## src/rtl/spi_txn_arbiter.sv

```systemverilog
// spi_txn_arbiter: round-robin arbiter that shares one byte-wide SPI master
// between NREQ requesters. Each winner's TX byte is captured, the master is
// launched, and the RX byte (or a timeout error) goes back to that requester.
module spi_txn_arbiter #(
    parameter int NREQ    = 4,
    parameter int DW      = 8,
    parameter int TIMEOUT = 1023
) (
    input  logic               clk,
    input  logic               rst,
    input  logic [NREQ-1:0]    req,
    input  logic [NREQ*DW-1:0] req_data,
    output logic [NREQ-1:0]    gnt,
    output logic [NREQ-1:0]    done,
    output logic [DW-1:0]      rdata,
    output logic               err,
    output logic               spi_start,
    output logic [DW-1:0]      spi_txdata,
    input  logic               spi_busy,
    input  logic               spi_done,
    input  logic [DW-1:0]      spi_rxdata
);

    localparam int          IW       = (NREQ > 1) ? $clog2(NREQ) : 1;
    localparam int          CW       = $clog2(TIMEOUT + 1);
    localparam int unsigned NR       = NREQ;
    localparam logic [CW-1:0] CNT_MAX  = CW'(TIMEOUT);
    localparam logic [IW-1:0] LAST_RST = IW'(NREQ - 1);

    typedef enum logic [1:0] {
        S_IDLE,
        S_LAUNCH,
        S_WAIT
    } state_t;

    state_t          state_q, state_d;
    logic [IW-1:0]   last_q, last_d;
    logic [IW-1:0]   sel_q, sel_d;
    logic [CW-1:0]   cnt_q, cnt_d;
    logic [NREQ-1:0] gnt_q, gnt_d;
    logic [NREQ-1:0] done_q, done_d;
    logic [DW-1:0]   rdata_q, rdata_d;
    logic [DW-1:0]   txd_q, txd_d;
    logic            err_q, err_d;
    logic            start_q, start_d;

    logic            found;
    logic [IW-1:0]   pick;
    int unsigned     rr_idx;

    // Round-robin pick: first requester set, scanning upward from last winner + 1
    always_comb begin
        found  = 1'b0;
        pick   = last_q;
        rr_idx = 0;
        for (int unsigned i = 1; i <= NR; i++) begin
            rr_idx = (int'(last_q) + i) % NR;
            if (!found && req[rr_idx[IW-1:0]]) begin
                found = 1'b1;
                pick  = rr_idx[IW-1:0];
            end
        end
    end

    // Next-state and registered-output logic for the IDLE/LAUNCH/WAIT sequence
    always_comb begin
        state_d = state_q;
        last_d  = last_q;
        sel_d   = sel_q;
        cnt_d   = cnt_q;
        txd_d   = txd_q;
        gnt_d   = '0;
        done_d  = '0;
        rdata_d = '0;
        err_d   = 1'b0;
        start_d = 1'b0;
        unique case (state_q)
            S_IDLE: begin
                if (found) begin
                    sel_d       = pick;
                    gnt_d[pick] = 1'b1;
                    txd_d       = req_data[int'(pick)*DW +: DW];
                    state_d     = S_LAUNCH;
                end
            end
            S_LAUNCH: begin
                if (!spi_busy) begin
                    start_d = 1'b1;
                    cnt_d   = '0;
                    state_d = S_WAIT;
                end
            end
            S_WAIT: begin
                // A completion in the same cycle as the timeout takes priority
                if (spi_done) begin
                    rdata_d        = spi_rxdata;
                    done_d[sel_q]  = 1'b1;
                    last_d         = sel_q;
                    state_d        = S_IDLE;
                end else if (cnt_q == CNT_MAX) begin
                    done_d[sel_q]  = 1'b1;
                    err_d          = 1'b1;
                    last_d         = sel_q;
                    state_d        = S_IDLE;
                end else begin
                    cnt_d = cnt_q + CW'(1);
                end
            end
            default: state_d = S_IDLE;
        endcase
    end

    // State and output registers with synchronous reset
    always_ff @(posedge clk) begin
        if (rst) begin
            state_q <= S_IDLE;
            last_q  <= LAST_RST;
            sel_q   <= '0;
            cnt_q   <= '0;
            txd_q   <= '0;
            gnt_q   <= '0;
            done_q  <= '0;
            rdata_q <= '0;
            err_q   <= 1'b0;
            start_q <= 1'b0;
        end else begin
            state_q <= state_d;
            last_q  <= last_d;
            sel_q   <= sel_d;
            cnt_q   <= cnt_d;
            txd_q   <= txd_d;
            gnt_q   <= gnt_d;
            done_q  <= done_d;
            rdata_q <= rdata_d;
            err_q   <= err_d;
            start_q <= start_d;
        end
    end

    assign gnt        = gnt_q;
    assign done       = done_q;
    assign rdata      = rdata_q;
    assign err        = err_q;
    assign spi_start  = start_q;
    assign spi_txdata = txd_q;

endmodule
```

## config.mk

```make
export PLATFORM = sky130hd
export DESIGN_NAME = spi_txn_arbiter
export DESIGN_NICKNAME = d
export VERILOG_FILES = /design/src/rtl/spi_txn_arbiter.sv
export SDC_FILE = /design/constraint.sdc
export NUM_CORES = 1
export LEC_CHECK = 0
export BUFFER_PORTS_ARGS = -buffer_cell sky130_fd_sc_hd__buf_2
export CORE_MARGIN = 5
export CORE_UTILIZATION = 40
export CTS_BUF_LIST = sky130_fd_sc_hd__clkbuf_4 sky130_fd_sc_hd__clkbuf_8 sky130_fd_sc_hd__clkbuf_16
export DETAILED_ROUTE_END_ITERATION = 8
export GPL_ROUTABILITY_DRIVEN = 0
export PLACE_DENSITY = 0.65
export SYNTH_ARGS = -nofsm -noshare
export SYNTH_HDL_FRONTEND = slang
export SYNTH_SLANG_ARGS = --single-unit
```

## constraint.sdc

```tcl
create_clock -name clk -period 1.9 [get_ports clk]
set_input_delay 0.38 -clock clk [delete_from_list [all_inputs] [get_ports clk]]
set_output_delay 0.38 -clock clk [all_outputs]
set_load 0.05 [all_outputs]
```

Word level (Yosys, flattened, before mapping)
Index checks and enable logic that the tools add are counted.
{"block": "totals", "regBits": 42, "latch_bits": 0, "ram_bits": 0, "romBits": 0, "word_cells": 92, "mem_count": 0}
{"block": "classes", "add_sub_neg": 5, "n_mul": 0, "div": 0, "magnitude_cmp": 8, "eq_ne": 8, "n_shift": 1, "mux": 35, "bitwise": 5, "n_reduce_logical": 20}
{"cell": "$shiftx A32 B6 Y8", "count": 1}
{"cell": "$mux W10", "count": 3}
{"cell": "$mux W2", "count": 10}
{"cell": "$pmux W10 S2", "count": 1}
{"cell": "$lt A2 B3 Y1 const B", "count": 6}
{"cell": "$mux W1", "count": 12}
{"cell": "$add A10 B1 Y10 const B", "count": 1}
{"cell": "$eq A10 B10 Y1 const B", "count": 1}
{"cell": "$reduce_or A3 Y1", "count": 3}
{"cell": "$bmux W1 S2", "count": 4}
{"cell": "$mux W4", "count": 2}
{"cell": "$ne A2 B2 Y1 const B", "count": 4}
{"cell": "$pmux W2 S3", "count": 1}
{"cell": "$logic_and A1 B1 Y1", "count": 5}
{"cell": "$not A1 Y1", "count": 5}
{"cell": "$add A2 B1 Y2 const B", "count": 2}
{"cell": "$add A2 B2 Y2 const B", "count": 2}
{"cell": "$demux W1 S2", "count": 2}
{"cell": "$ge A2 B1 Y1 const B", "count": 2}
{"cell": "$reduce_and A2 Y1", "count": 2}
{"cell": "$reduce_and A4 Y1", "count": 1}
{"cell": "$reduce_bool A2 Y1", "count": 2}
{"cell": "$reduce_or A2 Y1", "count": 2}
{"cell": "$logic_not A1 Y1", "count": 3}
{"cell": "5 further kinds", "count": 5}

Logic depth before layout (Yosys ltp)
Gate-level depths: netlist of the first run.
{"block": "logic_depth", "ltp_word": 17, "mapped_depth": 7, "mapped_depth_nobuf": 6}

Worst setup path after synthesis of the first run
Ideal clock, no wire load.
{"block": "synth_timing", "path_kind": "register to register", "startpoint": "register cnt_q[0]", "endpoint": "register last_q[1]", "setup_ns": 0.120, "t_arrival_ns": 1.442, "required_time_ns": 1.780, "slack_ns": 0.339, "stages_incl_launch_ff": 6, "cell_sequence": "dfxtp_1 -> ha_1 -> nand3_1 -> o31ai_1 -> nand2_1 -> a211o_1"}
{"block": "synth_via", "elab_chain_len": 3}
{"item": "from (decl)", "line_no": "39", "rtl": "logic [CW-1:0] cnt_q, cnt_d;"}
{"item": "from (signal assigned)", "line_no": "130", "rtl": "cnt_q <= cnt_d;"}
{"item": "$eq A10 B10 Y1", "line_no": "100", "rtl": "end else if (cnt_q == CNT_MAX) begin"}
{"item": "$reduce_bool A2 Y1 (no source line)"}
{"item": "$reduce_and A2 Y1 (no source line)"}
{"item": "to (signal assigned)", "line_no": "128", "rtl": "last_q <= last_d;"}
{"item": "to (decl)", "line_no": "37", "rtl": "logic [IW-1:0] last_q, last_d;"}
Every way passes these cells.
A chain may end at the register's enable or synchronous reset.

Final worst setup path of the first run
{"block": "layout_timing", "startpoint": "register cnt_q[0]", "endpoint": "register cnt_q[9]"}
{"block": "layout_via", "elab_chain_len": 4}
{"item": "$add A10 B1 Y10", "line_no": "106", "rtl": "cnt_d = cnt_q + CW'(1);"}
{"item": "$mux W10", "line_no": "100"}
{"item": "$mux W10", "line_no": "95", "rtl": "if (spi_done) begin"}
{"item": "$pmux W10 S2", "line_no": "77", "rtl": "unique case (state_q)"}
Several ways; a longest one is shown, not always the timed one. The select of a mux whose other input is x is not followed.

==> results of run 1 <==
[cell type report]
| class | instances | area [um2] | area share, % |
|---|---|---|---|
| repair buffers | 87 | 470 | 18.5 |
| inverters | 4 | 15.0 | 0.589 |
| clock inverters | 3 | 25.0 | 0.982 |
| multi-input cells | 151 | 1040 | 41.0 |
| well taps | 67 | 83.8 | 3.29 |
| clock buffers | 5 | 68.8 | 2.70 |
| flip-flops and latches | 42 | 841 | 33.0 |
[power by group]
| group | switching, uW | internal, uW | leakage (uW) |
|---|---|---|---|
| Combinational | 236 | 134 | 0.000770 |
| Sequential | 23.2 | 917 | 0.000341 |
| Clock | 336 | 265 | 0.0000447 |
[flip-flops by register name (all words and copies together) (netlist names)]
signal	cells
cnt_q	10
rdata	8
spi_txdata	8
done	4
gnt	4
last_q	2
sel_q	2
state_q	2
err	1
spi_start	1
[synthesized netlist by cell type (4+ instances only)]
master / instances / area, um2
a21o_1: 8 / 60.1
a21oi_1: 5 / 25.0
and3_1: 9 / 56.3
clkbuf_1: 4 / 15.0
dfxtp_1: 42 / 841
inv_1: 4 / 15.0
mux2i_1: 11 / 110
nand2_1: 13 / 48.8
nand3_1: 7 / 35.0
nand4_1: 9 / 56.3
nor2_1: 21 / 78.8
nor2b_1: 7 / 43.8
nor4_1: 5 / 31.3
o211ai_1: 8 / 60.1
o31ai_1: 9 / 67.6
xnor2_1: 7 / 61.3
[metal layers]
layer,vias to the layer above,part of all wire (%),GRT usage [%]
met3,4,8.0,5.19
met4,0,1.2,5.24
met2,59,49,25.2
met1,828,41,19.1
met5,-,0,0
li1,918,-,-
[logic make-up (layout without fill, tap and decap cells)]
logic type      after synthesis  after routing
compound gates               45             45
mux                          12             12
buf+inv                      13             99
flops                        42             42
simple gates                 86             86
xor+xnor                      7              7
fa+ha+maj                     1              1
[metrics by stage]
step,hold slack [ns],utilization (%)
after floorplan,0.425,-
after global placement,0.448,51.6
after detailed placement,0.465,51.6
after CTS,0.251,53.6
after global routing,0.269,53.6
final,0.258,53.6
[final timing paths]
kind                                                  from                          to  cells after the start
worst min register to register  spi_txdata[2]$_SDFFE_PP0P_  spi_txdata[2]$_SDFFE_PP0P_                      2
worst max-delay path                 cnt_q[0]$_SDFFE_PP0P_       cnt_q[9]$_SDFFE_PP0P_                      7
worst max register to register       cnt_q[0]$_SDFFE_PP0P_       cnt_q[9]$_SDFFE_PP0P_                      7
worst min-delay path                              spi_busy        spi_start$_SDFF_PP0_                      2
==> flow_summary.yaml, run 1 <==
worst_hold_path:
  hp-class: "primary input to register"
sta:
  worst_pin_slew_ns: 0.842
  rsz0062_at_grt: "false"
  clock-skew-final_ns: 0.00548
  timing.fmax_mhz: 579
  setup_viol: 0
  min_period_ns: 1.73
  totalNegativeSetupSlack_ns: 0
  relSlewSlack_pct: 43.8
  period_share_pct: 90.8
  drv_slew: 0
  setup_ws_ns: 0.174
  hold_violations: 0
synth:
  synth-edff-count: 0
  synthMuxAreaShare_pct: 6.38
  yosys.cell_types.count: 43
  yosys.area_share.adder_pct: 0.638
  syn-instance-count: 206
  avgSynthCellArea_um2: 9.52
  synthXorXnorAreaFrac_pct: 3.13
  synth_async_sr_flop_share_pct: 0
  synthSimpleGateAreaFrac_pct: 24.3
  synth_compound_area_share_pct: 18.8
  synth-main-ff-cell: "dfxtp_1"
  yosys_warnings: 0
  synth_fp_nets: 255
  synth_top_family_by_area: "simple AND/OR/NAND/NOR gates"
  yosysSeqAreaShare_pct: 42.9
  synth_area_um2: 1960
  synth-seq-cells: 42
worst_setup_path:
  path_buf_inv: 1
  path_cells: "ha_1, nand3_1, o31ai_4, buf_4, a2111oi_2, xnor2_1, nor2_1"
  critical-path-max-stage-delay_ns: 0.40
  crit_fanout: 4
  critPathSlowestCell: "a2111oi_2"
  crit_family: "compound AO/OA/AOI/OAI gates"
  crit_type: "register to register"
  start_kind: "register"
  reg2reg_slack_ns: 0.17
  worstSetupEndpointType: "register"
  worst_ep_arrival_time_ns: 1.92
  required_ns: 2.09
global_routing:
  grt_overflow: 0
  grt_usage_pct: 15.5
  grt_pass1_vias: 1714
  antenna_found_initial: 0
  grt_max_degree: 16
  grt_pass1_wl_mm: 7.79
clocking:
  tritoncts: "done"
  cts_setup_buffers: 0
  cts_resized: 0
  cts.clk_slew.worst_paths_ns: 0.09
  cts_max_path_buffers: 2
  numCtsBuffers: 5
  htree_num_levels: 2
  clkSinkCount: 42
  root_buffer: "clkbuf_8"
  cts_hold_buffers: 0
  clkLatencyLatePin_ns: 0.30
power_and_ir_drop:
  total_power_uw: 1910
  leakage_uw: 0.00116
  ir_worst_vdd_mv: 0.296
  powerDensity_nw_per_um2: 750
routing:
  drt_iter0_markers: 57
  drc: 0
  wl_per_cell_um: 13.6
  dr.pass1.iters: 4
  num_vias: 1809
  vias_per_cell: 5.04
  ant_nets: 0
  wirelength_mm: 4.88
placement:
  dpl.hpwl_mm: 3.81
  place_ws_ns: 0.0545
  placed_area_um2: 2450
  placed_cells: 351
  io_buffers: 73
die:
  die_h_um: 80.0
  dieArea_um2: 6400
  die_w_um: 80.0
  core_area_um2: 4750
  row_count: 25
  boundaryPins: 74
  initial_utilization_pct: 41.2
layout:
  synthToLayoutAreaGrowth_pct: 29.9
  layout_common_cells: "buf_2 (73), dfxtp_1 (42), nor2_1 (21), buf_4 (14), nand2_1 (13)"
  stdcell_count: 359
  n_antenna_cell: 0
  finalNetCount: 340
  mostFrequentLayoutCell: "buf_2"
  fin_area_um2: 2550
  drive_gt1_share_pct: 37.0
  nFillCells: 475
job:
  max_cap_viol_count: 0
outcome:
  status: "finished, final reports clean"
No activity file was read; power rests on OpenSTA's default activity.
==> run 2, diff against run 1 <==
==> constraint.sdc (replaced) <==
create_clock -name clk -period 1.9 [get_ports clk]
set_input_delay 0.19 -clock clk [delete_from_list [all_inputs] [get_ports clk]]
set_output_delay 0.19 -clock clk [all_outputs]
set_load 0.05 [all_outputs]
==> run 2 against run 1 <==
Compared with the run above: clock skew rose by 0.0023 ns; register-to-register slack about the same; core utilization down 0.68 points; critical path depth stayed put; sequential share of layout area increased by 0.43 points; worst hold slack got worse by 0.19 ns; count of clock-buffer cells in the layout unchanged; combinational power shrank 3%; critical endpoint unchanged; largest power group unchanged; highest routed layer unchanged.
==> flow_summary.yaml, run 2 (synthesized netlist as in run 1, its figures left out) <==
sta:
  period_share_pct: 91.4
  timing.fmax_mhz: 576
  drv_slew: 0
  totalNegativeSetupSlack_ns: 0
  clock-skew-final_ns: 0.00779
  min_period_ns: 1.74
  hold_violations: 0
  worst_pin_slew_ns: 0.730
  setup_viol: 0
  relSlewSlack_pct: 51.3
  rsz0062_at_grt: "false"
layout:
  layout_common_cells: "buf_2 (73), dfxtp_1 (42), nor2_1 (21), nand2_1 (13), mux2i_1 (11)"
  mostFrequentLayoutCell: "buf_2"
  final_util_pct: 52.9
  nFillCells: 477
  largest_register_ffs: 10
  finalNetCount: 334
  synthToLayoutAreaGrowth_pct: 28.3
  drive_gt1_share_pct: 36.0
  top_register: "cnt_q"
  n_antenna_cell: 0
power_and_ir_drop:
  switchingPower_uw: 580
  seq_power_share_pct: 49.7
  powerDensity_nw_per_um2: 752
  ir_worst_vdd_mv: 0.394
  internal_power_uw: 1310
  power_frac_clock_pct: 31.3
  switching_share_pct: 30.7
  leakage_uw: 0.00113
  comb_power_share_pct: 19.0
worst_setup_path:
  worstSetupEndpointType: "register"
  crit_fanout: 5
  crit_type: "register to register"
  start_kind: "register"
  critical-path-max-stage-delay_ns: 0.38
  critPathSlowestCell: "a2111oi_2"
  r2r.worst_path.cells: 7
  reg2reg_to: "cnt_q[9]$_SDFFE_PP0P_"
  reg2reg_slack_ns: 0.16
  required_ns: 2.09
  path_cells: "ha_1, nand3_1, o31ai_4, buf_4, a2111oi_2, xnor2_1, nor2_1"
  worst_ep_arrival_time_ns: 1.93
  worstReg2RegStart: "cnt_q[0]$_SDFFE_PP0P_"
  crit_family: "compound AO/OA/AOI/OAI gates"
  path_buf_inv: 1
placement:
  dpl.hpwl_mm: 3.48
  io_buffers: 73
routing:
  num_vias: 1713
  wirelength_mm: 4.52
  wl_per_cell_um: 12.8
  ant_nets: 0
  vias_per_cell: 4.85
  drt_iter0_markers: 63
  dr.pass1.iters: 4
  drc: 0
die:
  core_area_um2: 4750
  die_h_um: 80.0
  row_count: 25
  dieArea_um2: 6400
  initial_utilization_pct: 41.2
  boundaryPins: 74
  die_w_um: 80.0
worst_hold_path:
  hp-class: "primary input to register"
  hold_start: "spi_busy"
  hold_end: "spi_start$_SDFF_PP0_"
  hold_path_depth: 2
clocking:
  numCtsBuffers: 5
  htree_num_levels: 2
  clkLatencyLatePin_ns: 0.30
  root_buffer: "clkbuf_8"
  clkSinkCount: 42
  cts_hold_buffers: 0
  cts.clk_slew.worst_paths_ns: 0.09
  cts_max_path_buffers: 2
  tritoncts: "done"
global_routing:
  grt_usage_pct: 14.4
  grt_pass1_vias: 1604
  antenna_found_initial: 0
  grt_max_degree: 16
  grt_pass1_wl_mm: 7.38
  grt_overflow: 0
outcome:
  status: "finished, final reports clean"
job:
  max_cap_viol_count: 0
## run 2: area by class of cell
| cell class | instances | area [um2] | share of cell area, % |
|---|---|---|---|
| clock inverters | 3 | 25.0 | 0.995 |
| inverters | 4 | 15.0 | 0.597 |
| flip-flops and latches | 42 | 841 | 33.4 |
| repair buffers | 81 | 425 | 16.9 |
| multi-input cells | 151 | 1060 | 42.0 |
| well taps | 67 | 83.8 | 3.33 |
| clock buffers | 5 | 68.8 | 2.74 |
## run 2: stage by stage
stage / cells / worst slack, ns / total power, uW / instance area (um2) / hold slack (ns)
after floorplan: 206 / 0.339 / 1210 / 1960 / 0.267
after global placement: 345 / 0.147 / 1320 / 2410 / 0.376
after detailed placement: 345 / 0.117 / 1320 / 2410 / 0.374
after CTS: 353 / 0.115 / 1920 / 2500 / 0.0558
after global routing: 353 / 0.0204 / 1990 / 2510 / 0.0694
final: 353 / 0.164 / 1890 / 2510 / 0.0651
## run 2: layer usage
metal / vias to the layer above / track usage (%) / part of all wire [%]
met4: 0 / 3.55 / 0.55
met2: 39 / 23.2 / 47
met3: 2 / 4.51 / 5.7
met5: - / 0 / 0
li1: 912 / - / -
met1: 760 / 18.7 / 47
## run 2: what timing repair did
| action | CTS | global route |
|---|---|---|
| endpoints found under the setup margin | 0 | 10 |
| setup buffers | 0 | 0 |
| resized for setup | 0 | 2 |
## run 2: how the worst max path moves through the flow
| stage | from | end | slack, ns | cells after the start |
|---|---|---|---|---|
| 2_1_floorplan | cnt_q[0]$_SDFFE_PP0P_ | last_q[1]$_SDFFE_PP1P_ | 0.34 | 5 |
| 3_3_place_gp | cnt_q[0]$_SDFFE_PP0P_ | last_q[1]$_SDFFE_PP1P_ | 0.15 | 5 |
| 3_5_place_dp | cnt_q[0]$_SDFFE_PP0P_ | last_q[1]$_SDFFE_PP1P_ | 0.12 | 5 |
| 4_1_cts | cnt_q[0]$_SDFFE_PP0P_ | last_q[1]$_SDFFE_PP1P_ | 0.12 | 5 |
| 5_1_grt | state_q[0]$_SDFFE_PP0P_ | spi_txdata[3]$_SDFFE_PP0P_ | 0.02 | 4 |
| 6_report | cnt_q[0]$_SDFFE_PP0P_ | cnt_q[9]$_SDFFE_PP0P_ | 0.16 | 7 |
## run 2: worst register-to-register path: stages (launching register included)
cell and delay (ns):
dfxtp_1 0.34, ha_1 0.26, nand3_1 0.21, o31ai_4 0.08, buf_4 0.17, a2111oi_2 0.38, xnor2_1 0.16, nor2_1 0.05
## run 2: power by group through the flow
| stage | Clock, uW | Sequential (uW) | Combinational [uW] |
|---|---|---|---|
| after floorplan | 0 | 1060 | 150 |
| after global placement | 0 | 960 | 358 |
| after detailed placement | 0 | 960 | 360 |
| after CTS | 616 | 939 | 361 |
| after global routing | 659 | 945 | 390 |
| final | 593 | 939 | 359 |
==> run 3, diff against run 2 <==
--- a/config.mk
+++ b/config.mk
@@ -5,7 +5,7 @@
 export SDC_FILE = /design/constraint.sdc
 export NUM_CORES = 1
 export LEC_CHECK = 0
-export BUFFER_PORTS_ARGS = -buffer_cell sky130_fd_sc_hd__buf_2
+export BUFFER_PORTS_ARGS = -buffer_cell sky130_fd_sc_hd__buf_4
 export CORE_MARGIN = 5
 export CORE_UTILIZATION = 40
 export CTS_BUF_LIST = sky130_fd_sc_hd__clkbuf_4 sky130_fd_sc_hd__clkbuf_8 sky130_fd_sc_hd__clkbuf_16
==> run 3 against run 2 <==
Compared with the run above: core utilization up 3.4 points; design area up 6.5%; worst hold slack worse by 0.0075 ns; clock skew up 0.00087 ns.
==> flow_summary.yaml, run 3 (synthesized netlist as in run 1, its figures left out) <==
outcome:
  status: "finished, final reports clean"
layout:
  final_util_pct: 56.3
  largest_register_ffs: 10
  n_antenna_cell: 0
  finalNetCount: 331
  drive_gt1_share_pct: 36.0
  synthToLayoutAreaGrowth_pct: 36.6
  layout_common_cells: "buf_4 (78), dfxtp_1 (41), nor2_1 (21), nand2_1 (13), mux2i_1 (11)"
  stdcell_count: 350
  mostFrequentLayoutCell: "buf_4"
  top_register: "cnt_q"
sta:
  totalNegativeSetupSlack_ns: 0
  setup_viol: 0
  relSlewSlack_pct: 51.2
  hold_violations: 0
  drv_slew: 0
  clock-skew-final_ns: 0.00866
  rsz0062_at_grt: "false"
  timing.fmax_mhz: 590
  setup_ws_ns: 0.205
  min_period_ns: 1.70
  period_share_pct: 89.2
  worst_pin_slew_ns: 0.730
placement:
  place_ws_ns: 0.131
  dpl.hpwl_mm: 3.65
  io_buffers: 73
  placed_cells: 342
worst_setup_path:
  required_ns: 2.09
  r2r.worst_path.cells: 7
  path_cells: "ha_1, nand3_2, o31ai_4, buf_4, a2111oi_2, xnor2_1, nor2_1"
  cp.depth: 7
  endpoint: "cnt_q[9]$_SDFFE_PP0P_"
  worst_ep_arrival_time_ns: 1.89
  reg2reg_slack_ns: 0.20
  crit_fanout: 11
  critPathLaunch: "cnt_q[0]$_SDFFE_PP0P_"
  start_kind: "register"
  critPathSlowestCell: "a2111oi_2"
  crit_family: "compound AO/OA/AOI/OAI gates"
  worstReg2RegStart: "cnt_q[0]$_SDFFE_PP0P_"
  reg2reg_to: "cnt_q[9]$_SDFFE_PP0P_"
  worstSetupEndpointType: "register"
  critical-path-max-stage-delay_ns: 0.39
  path_buf_inv: 1
  crit_type: "register to register"
clocking:
  numCtsBuffers: 5
  tritoncts: "done"
  root_buffer: "clkbuf_8"
  cts_hold_buffers: 0
  clkSinkCount: 42
  clkLatencyLatePin_ns: 0.30
  htree_num_levels: 2
  cts.clk_slew.worst_paths_ns: 0.09
  cts_max_path_buffers: 2
  cts_setup_buffers: 0
die:
  boundaryPins: 74
  initial_utilization_pct: 41.2
  row_count: 25
  die_h_um: 80.0
  dieArea_um2: 6400
  core_area_um2: 4750
  die_w_um: 80.0
power_and_ir_drop:
  internal_power_uw: 1340
  switchingPower_uw: 572
  leakage_uw: 0.00116
  seq_power_share_pct: 49.1
  power_frac_clock_pct: 30.0
  comb_power_share_pct: 20.9
  switching_share_pct: 29.9
  ir_worst_vdd_mv: 0.353
  powerDensity_nw_per_um2: 715
global_routing:
  antenna_found_initial: 0
  grt_pass1_wl_mm: 7.87
  grt_max_degree: 17
  grt_usage_pct: 15.5
  grt_overflow: 0
  grt_pass1_vias: 1656
routing:
  num_vias: 1751
  wirelength_mm: 4.74
  drc: 0
  dr.pass1.iters: 4
  wl_per_cell_um: 13.5
  ant_nets: 0
  vias_per_cell: 5.00
  drt_iter0_markers: 47
worst_hold_path:
  hold_path_depth: 2
  hp-class: "primary input to register"
job:
  max_cap_viol_count: 0
[run 3: how the worst min path moves through the flow]
stage                         from                    to  slack, ns
after detailed placement  spi_busy  spi_start$_SDFF_PP0_       0.36
final                     spi_busy  spi_start$_SDFF_PP0_       0.06
after global placement    spi_busy  spi_start$_SDFF_PP0_       0.37
after CTS                 spi_busy  spi_start$_SDFF_PP0_       0.05
after global routing      spi_busy  spi_start$_SDFF_PP0_       0.05
after floorplan           spi_busy  spi_start$_SDFF_PP0_       0.27
[run 3: worst reg2reg max path: cells and delay by family (launching register included)]
| family | cells | cell delay, ns |
|---|---|---|
| fa+ha+maj | 1 | 0.26 |
| flops | 1 | 0.34 |
| simple gates | 2 | 0.20 |
| xor+xnor | 1 | 0.16 |
| buf+inv | 1 | 0.19 |
| compound gates | 2 | 0.45 |
[run 3: power by group through the flow]
| stage | clock, uW | sequential [uW] | combinational, uW |
|---|---|---|---|
| 3_5_place_dp | 0 | 963 | 400 |
| 5_1_grt | 646 | 947 | 431 |
| 6_report | 575 | 941 | 400 |
| 4_1_cts | 596 | 942 | 401 |
| 3_3_place_gp | 0 | 962 | 398 |
| 2_1_floorplan | 0 | 1060 | 150 |
[run 3: routing by layer]
| layer | track usage, % | vias to the layer above | wire [um] |
|---|---|---|---|
| met3 | 4.40 | 5 | 294 |
| met1 | 19.7 | 795 | 2110 |
| li1 | - | 902 | - |
| met5 | 0 | - | 0 |
| met2 | 25.8 | 49 | 2310 |
| met4 | 3.55 | 0 | 36 |
[run 3: layout make-up]
cell class,count,area [um2]
clock buffers,5,68.8
clock inverters,3,21.3
fillers,460,2080
inverters,4,15.0
multi-input cells,151,1060
flip-flops and latches,42,842
well taps,67,83.8
repair buffers,78,586
[run 3: repair_timing]
item | in CTS | in global routing
hold endpoints to repair | 0 | 0
gates resized for setup | 0 | 4
endpoints found under the setup margin | 0 | 8
[run 3: metrics by stage]
stage	area, um2	hold slack, ns	power (uW)
after global placement	2570	0.368	1360
final	2680	0.0576	1920
after CTS	2660	0.0510	1940
after floorplan	1960	0.267	1210
after detailed placement	2570	0.363	1360
after global routing	2680	0.0507	2020
